File: config.mk
export PLATFORM = sky130hd
export DESIGN_NAME = fetch_stage
export DESIGN_NICKNAME = d
export VERILOG_FILES = /design/src/rtl/core_pkg.sv /design/src/rtl/if_id_reg.sv /design/src/rtl/fetch_stage.sv
export SDC_FILE = /design/constraint.sdc
export NUM_CORES = 1
export LEC_CHECK = 0
export ABC_AREA = 1
export CORE_ASPECT_RATIO = 1.1
export CORE_MARGIN = 2
export CORE_UTILIZATION = 30
export CTS_CLUSTER_SIZE = 24
export DETAILED_ROUTE_END_ITERATION = 8
export PLACE_DENSITY_LB_ADDON = 0.1
export SLEW_MARGIN = 30
export SYNTH_ARGS = -nofsm -noshare
export SYNTH_HDL_FRONTEND = slang
export SYNTH_SLANG_ARGS = --single-unit
File: constraint.sdc
create_clock -name clk -period 2.1 [get_ports clk]
set_input_delay 0.315 -clock clk [delete_from_list [all_inputs] [get_ports clk]]
set_output_delay 0.315 -clock clk [all_outputs]
set_load 0.005 [all_outputs]
File: src/rtl/core_pkg.sv
// Shared core types and constants.
// Used by fetch, IF/ID and control decode.
package core_pkg;

    localparam int INSTR_W = 32;
    localparam int OP_W    = 6;

    localparam logic [INSTR_W-1:0] NOP_INSTR = 32'h0000_0000;

    typedef enum logic [1:0] {
        IDLE,
        REQ,
        HOLD,
        DROP
    } fetch_state_t;

    typedef struct packed {
        logic [INSTR_W-1:0] instr;
        logic [31:0]        pc4;
    } if_id_t;

    function automatic logic [31:0] word_align(
        input logic [31:0] a
    );
        return a & ~32'd3;
    endfunction

endpackage

File: src/rtl/if_id_reg.sv
// IF/ID pipeline register with a one-entry skid.
// The skid absorbs a response that lands while decode stalls.
module if_id_reg
    import core_pkg::*;
(
    input  logic   clk,
    input  logic   rst_n,
    input  logic   flush,
    input  logic   load_id,
    input  logic   load_sk,
    input  logic   shift,
    input  logic   drain,
    input  if_id_t din,
    output logic   id_valid,
    output if_id_t id_q,
    output logic   sk_valid
);

    if_id_t sk_q;

    // IF/ID: flush wins, then fresh data, then skid, then drain
    always_ff @(posedge clk or negedge rst_n) begin
        if (!rst_n) begin
            id_valid <= 1'b0;
            id_q     <= '{instr: NOP_INSTR, pc4: '0};
        end else if (flush) begin
            id_valid <= 1'b0;
        end else if (load_id) begin
            id_valid <= 1'b1;
            id_q     <= din;
        end else if (shift) begin
            id_valid <= sk_valid;
            id_q     <= sk_q;
        end else if (drain) begin
            id_valid <= 1'b0;
        end
    end

    // Skid entry: filled on a stalled response, emptied by shift
    always_ff @(posedge clk or negedge rst_n) begin
        if (!rst_n) begin
            sk_valid <= 1'b0;
            sk_q     <= '{instr: NOP_INSTR, pc4: '0};
        end else if (flush) begin
            sk_valid <= 1'b0;
        end else if (load_sk) begin
            sk_valid <= 1'b1;
            sk_q     <= din;
        end else if (shift) begin
            sk_valid <= 1'b0;
        end
    end

endmodule

File: src/rtl/fetch_stage.sv
// Instruction fetch: PC, single-outstanding imem port,
// redirect handling with stale-response discard.
module fetch_stage
    import core_pkg::*;
#(
    parameter logic [31:0] RESET_PC = 32'h0000_0000
)
(
    input  logic               clk,
    input  logic               rst_n,
    output logic               imem_req,
    output logic [31:0]        imem_addr,
    input  logic [INSTR_W-1:0] imem_rdata,
    input  logic               imem_valid,
    input  logic               stall,
    input  logic               redirect,
    input  logic [31:0]        redirect_pc,
    output logic               id_valid,
    output logic [INSTR_W-1:0] id_instr,
    output logic [31:0]        id_pc4,
    output logic [OP_W-1:0]    id_op,
    output logic [5:0]         id_funct
);

    fetch_state_t state;

    logic [31:0] pc;
    logic [31:0] fetch_addr;
    logic [31:0] addr4;
    logic [31:0] tgt;
    logic        rsp;
    logic        free;
    logic        flush;
    logic        ld_id;
    logic        ld_sk;
    logic        shift;
    logic        drain;
    logic        sk_valid;
    if_id_t      din;
    if_id_t      id_q;

    assign imem_addr = fetch_addr;
    assign addr4     = fetch_addr + 32'd4;
    assign tgt       = word_align(redirect_pc);
    assign rsp       = (state == REQ) && imem_valid;
    assign free      = !id_valid || !stall;
    assign din       = '{instr: imem_rdata, pc4: addr4};

    assign id_instr  = id_q.instr;
    assign id_pc4    = id_q.pc4;
    assign id_op     = id_q.instr[31:26];
    assign id_funct  = id_q.instr[5:0];

    // IF/ID control: redirect suppresses every load/shift
    always_comb begin
        flush = redirect;
        ld_id = 1'b0;
        ld_sk = 1'b0;
        shift = 1'b0;
        drain = 1'b0;
        if (!redirect) begin
            ld_id = rsp && free;
            ld_sk = rsp && !free;
            shift = (state == HOLD) && sk_valid && !stall;
            drain = id_valid && !stall;
        end
    end

    // Fetch FSM with registered request, address and PC
    always_ff @(posedge clk or negedge rst_n) begin
        if (!rst_n) begin
            state      <= IDLE;
            pc         <= word_align(RESET_PC);
            fetch_addr <= word_align(RESET_PC);
            imem_req   <= 1'b0;
        end else begin
            unique case (state)
                IDLE: begin
                    state    <= REQ;
                    imem_req <= 1'b1;
                    if (redirect) begin
                        pc         <= tgt;
                        fetch_addr <= tgt;
                    end else begin
                        fetch_addr <= pc;
                    end
                end
                REQ: begin
                    if (redirect) begin
                        pc <= tgt;
                        if (imem_valid) begin
                            fetch_addr <= tgt;
                        end else begin
                            state <= DROP;
                        end
                    end else if (imem_valid) begin
                        pc <= addr4;
                        if (free) begin
                            fetch_addr <= addr4;
                        end else begin
                            state    <= HOLD;
                            imem_req <= 1'b0;
                        end
                    end
                end
                HOLD: begin
                    if (redirect || !stall) begin
                        state    <= REQ;
                        imem_req <= 1'b1;
                    end
                    if (redirect) begin
                        pc         <= tgt;
                        fetch_addr <= tgt;
                    end else if (!stall) begin
                        fetch_addr <= pc;
                    end
                end
                DROP: begin
                    if (redirect) begin
                        pc <= tgt;
                    end
                    if (imem_valid) begin
                        state      <= REQ;
                        fetch_addr <= redirect ? tgt : pc;
                    end
                end
                default: begin
                    state <= IDLE;
                end
            endcase
        end
    end

    if_id_reg u_if_id (
        .clk      (clk),
        .rst_n    (rst_n),
        .flush    (flush),
        .load_id  (ld_id),
        .load_sk  (ld_sk),
        .shift    (shift),
        .drain    (drain),
        .din      (din),
        .id_valid (id_valid),
        .id_q     (id_q),
        .sk_valid (sk_valid)
    );

endmodule
==> impl_metrics.toml <==
[setup_path]
crit_type = "reg -> reg"
r2r_cells = 10
critPathArrivalTime_ps = 2280
cp_common_cell = "nand2_1"
cp_max_fo = 5
reg2reg_setup_slack_ps = 200
rr_startpoint = "imem_addr[2]"
cp_slowest_cell = "dfrtp_1"
max_stage_delay_ps = 350
path_cells = "buf_4, inv_1, nor2_1, nand2_1, nor2_2, xor2_1, nand2_1, nand2_1, nand2_1, nand2_1"
start_kind = "flip-flop"
r2r_end = "pc[15]"
required_ps = 2480
cp-end-kind = "flip-flop"

[logic_synthesis]
synth_top_family_by_area = "simple AND/OR/NAND/NOR gates"
synth_compound_area_frac = 0.114
ys.warnings.count = 0
synth-simple-area-share = 0.268
synth_fa_ha_area_frac = 0.00132
synth_top_area_frac = 0.520
syn_nets = 1271
yosys_register_bits = 197
synthXorXnorAreaFrac = 0.0194
yosysUniqueCellTypes = 28
synthCells = 1201
synth.area.mux_share = 0
avgSynthCellArea_sq_um = 7.89
synth_top_area_cell = "dfrtp_1"
synthTopCellsByArea = "dfrtp_1 (52%), nand2_1 (18%), o211ai_1 (5.0%), nand3_1 (4.3%), o21ai_0 (4.3%)"
seq_area_frac_synth = 0.520
syn_area_sq_um = 9480

[global_routing]
grt_util_met1 = 0.250
grt_util_met2 = 0.289
use_met3 = 0.0305
grt_pass1_wl_mm = 46.1
grt_pass1_vias = 8157
overflow = 0
grt_use_total = 0.179
grt_busiest_layer = "met2"
antenna_found_initial = 0
grt_max_degree = 61

[floorplanning]
core_sq_um = 31200
die_y_microns = 190
ios = 179
die_w_microns = 173
start_util = 0.304
die_area_sq_um = 33000
fp-row-count = 68

[routing]
drt_iter0_markers = 561
drc = 0
via_per_inst = 4.59
ant_nets = 0
drt_pass1_iterations = 6
routed_wl_mm = 28.9
num_vias = 8264
wl_per_cell_microns = 16.0

[clocking]
cts_tree = "built"
cts_setup_buffers = 0
htree_levels = 4
cts_buffers = 17
clk_path_buf_depth = 2
clk_latency_ps = 440
cts_sinks = 197
cts-root-buf = "clkbuf_16"
path_clk_slew_ps = 80

[job]
drv_cap = 0

[min_path]
hold_start = "redirect"
hold_class = "in -> reg"
whs_endpoint = "u_if_id.sk_valid"
hold_depth = 3

[sta]
period_share = 0.903
period_needed_ps = 1900
skew_ps = 12.3
layout_setup_ws_ps = 205
tns_ps = 0
grt_setup_unrepaired = "no"
relSlewSlack = 0.645
slew_viol_final = 0
finalSetupViolations = 0
tightest_slew_ps = 526
fmaxAchievable_mhz = 528
hold_viol_final = 0

[placement]
dp_hpwl_mm = 19.9
placedCellCount = 1769
post-place-ws_ps = 163
io_buffers = 176
place_congestion = 0.855

[final_layout]
syn_to_final_growth_pct = 32.4
final_cell_count_no_fill = 1802
final_common_cell = "nand2_1"
final_cell_mix = "nand2_1 (466), dfrtp_1 (197), clkdlybuf4s50_1 (174), inv_1 (89)"
finish.utilization = 0.402
nets = 1439
layout-drive-gt1-share = 0.0753
n_antenna_cell = 0

[power]
power.leakage_nw = 5.77
ir_drop_mv = 0.599
p_total_w = 0.0167
power_density_nw_per_um2 = 1330

[run_status]
status = "complete, no violations"
## Yosys cell counts
cell type,count
inv_1,89
dfrtp_1,197
nor2_2,3
o21ai_0,82
nor3_1,3
inv_2,5
o311ai_0,2
xor2_1,13
nand2_2,1
nand2_1,467
o31ai_1,2
nor2_4,4
nor2_1,63
buf_2,30
nand3_1,82
ha_1,1
nor3_4,1
a21oi_1,27
o211ai_1,63
xnor2_1,8
buf_1,2
o22ai_1,1
o21ai_1,3
a22oi_1,1
clkbuf_1,32
buf_4,14
nand3b_1,3
and2_1,2
## per-layer routing
layer / share of wire / wire length [microns]
met5: 0 / 0
met4: 0.012 / 333
met3: 0.038 / 1110
met2: 0.46 / 13400
met1: 0.49 / 14100
## sequential cells by signal (all words and copies together), names as in the netlist
name / count
pc: 32
state: 2
imem_addr: 32
u_if_id.sk_q: 64
u_if_id.id_valid: 1
u_if_id.id_q: 64
u_if_id.sk_valid: 1
imem_req: 1
## stage by stage
stage | cell area, sq um | hold WS [ps]
global placement | 12000 | 354
floorplan | 9480 | 19.4
detailed placement | 12000 | 348
CTS | 12500 | 350
finish | 12600 | 355
global route | 12600 | 364
## power by group
group	internal, W	switching [W]	leakage [nW]
clock	0.00171	0.00161	0.278
combinational	0.00334	0.00340	3.00
sequential	0.00544	0.00120	2.50
## cell families after synthesis
family,Yosys count
XOR/XNOR,21
AO/OA/AOI/OAI,181
AND/OR/NAND/NOR,629
flip-flops,197
buffers and inverters,172
adder cells (fa/ha/maj),1
## how the worst max path moves through the flow
| stage | cells past startpoint | endpoint | from |
|---|---|---|---|
| floorplan | 12 | imem_addr[30] | imem_addr[2] |
| global placement | 11 | pc[18] | imem_addr[3] |
| detailed placement | 7 | u_if_id.id_q[18] | stall |
| CTS | 11 | pc[18] | imem_addr[2] |
| global route | 9 | pc[15] | imem_addr[14] |
| finish | 10 | pc[15] | imem_addr[2] |
## worst max-delay path: cells and delay by family, from the launching register on
kind / cells / cell delay, ps
buf+inv: 2 / 220
flops: 1 / 350
xor+xnor: 1 / 320
simple gates: 7 / 940
## cell type report
type                    count  area, sq um
multi-input cells         832         3850
clock buffers              18          439
inverters                  94          353
flip-flops and latches    197         4930
fillers                  3206        18700
clock inverters            14          141
well taps                 420          526
repair buffers            227         2310
## what timing repair did
item	4_1_cts	5_1_grt
hold endpoints to repair	53	0
setup endpoints to repair	0	5
hold buffers	1	0
resized for setup	0	3
Note: power is estimated with default switching activity, not from simulation.
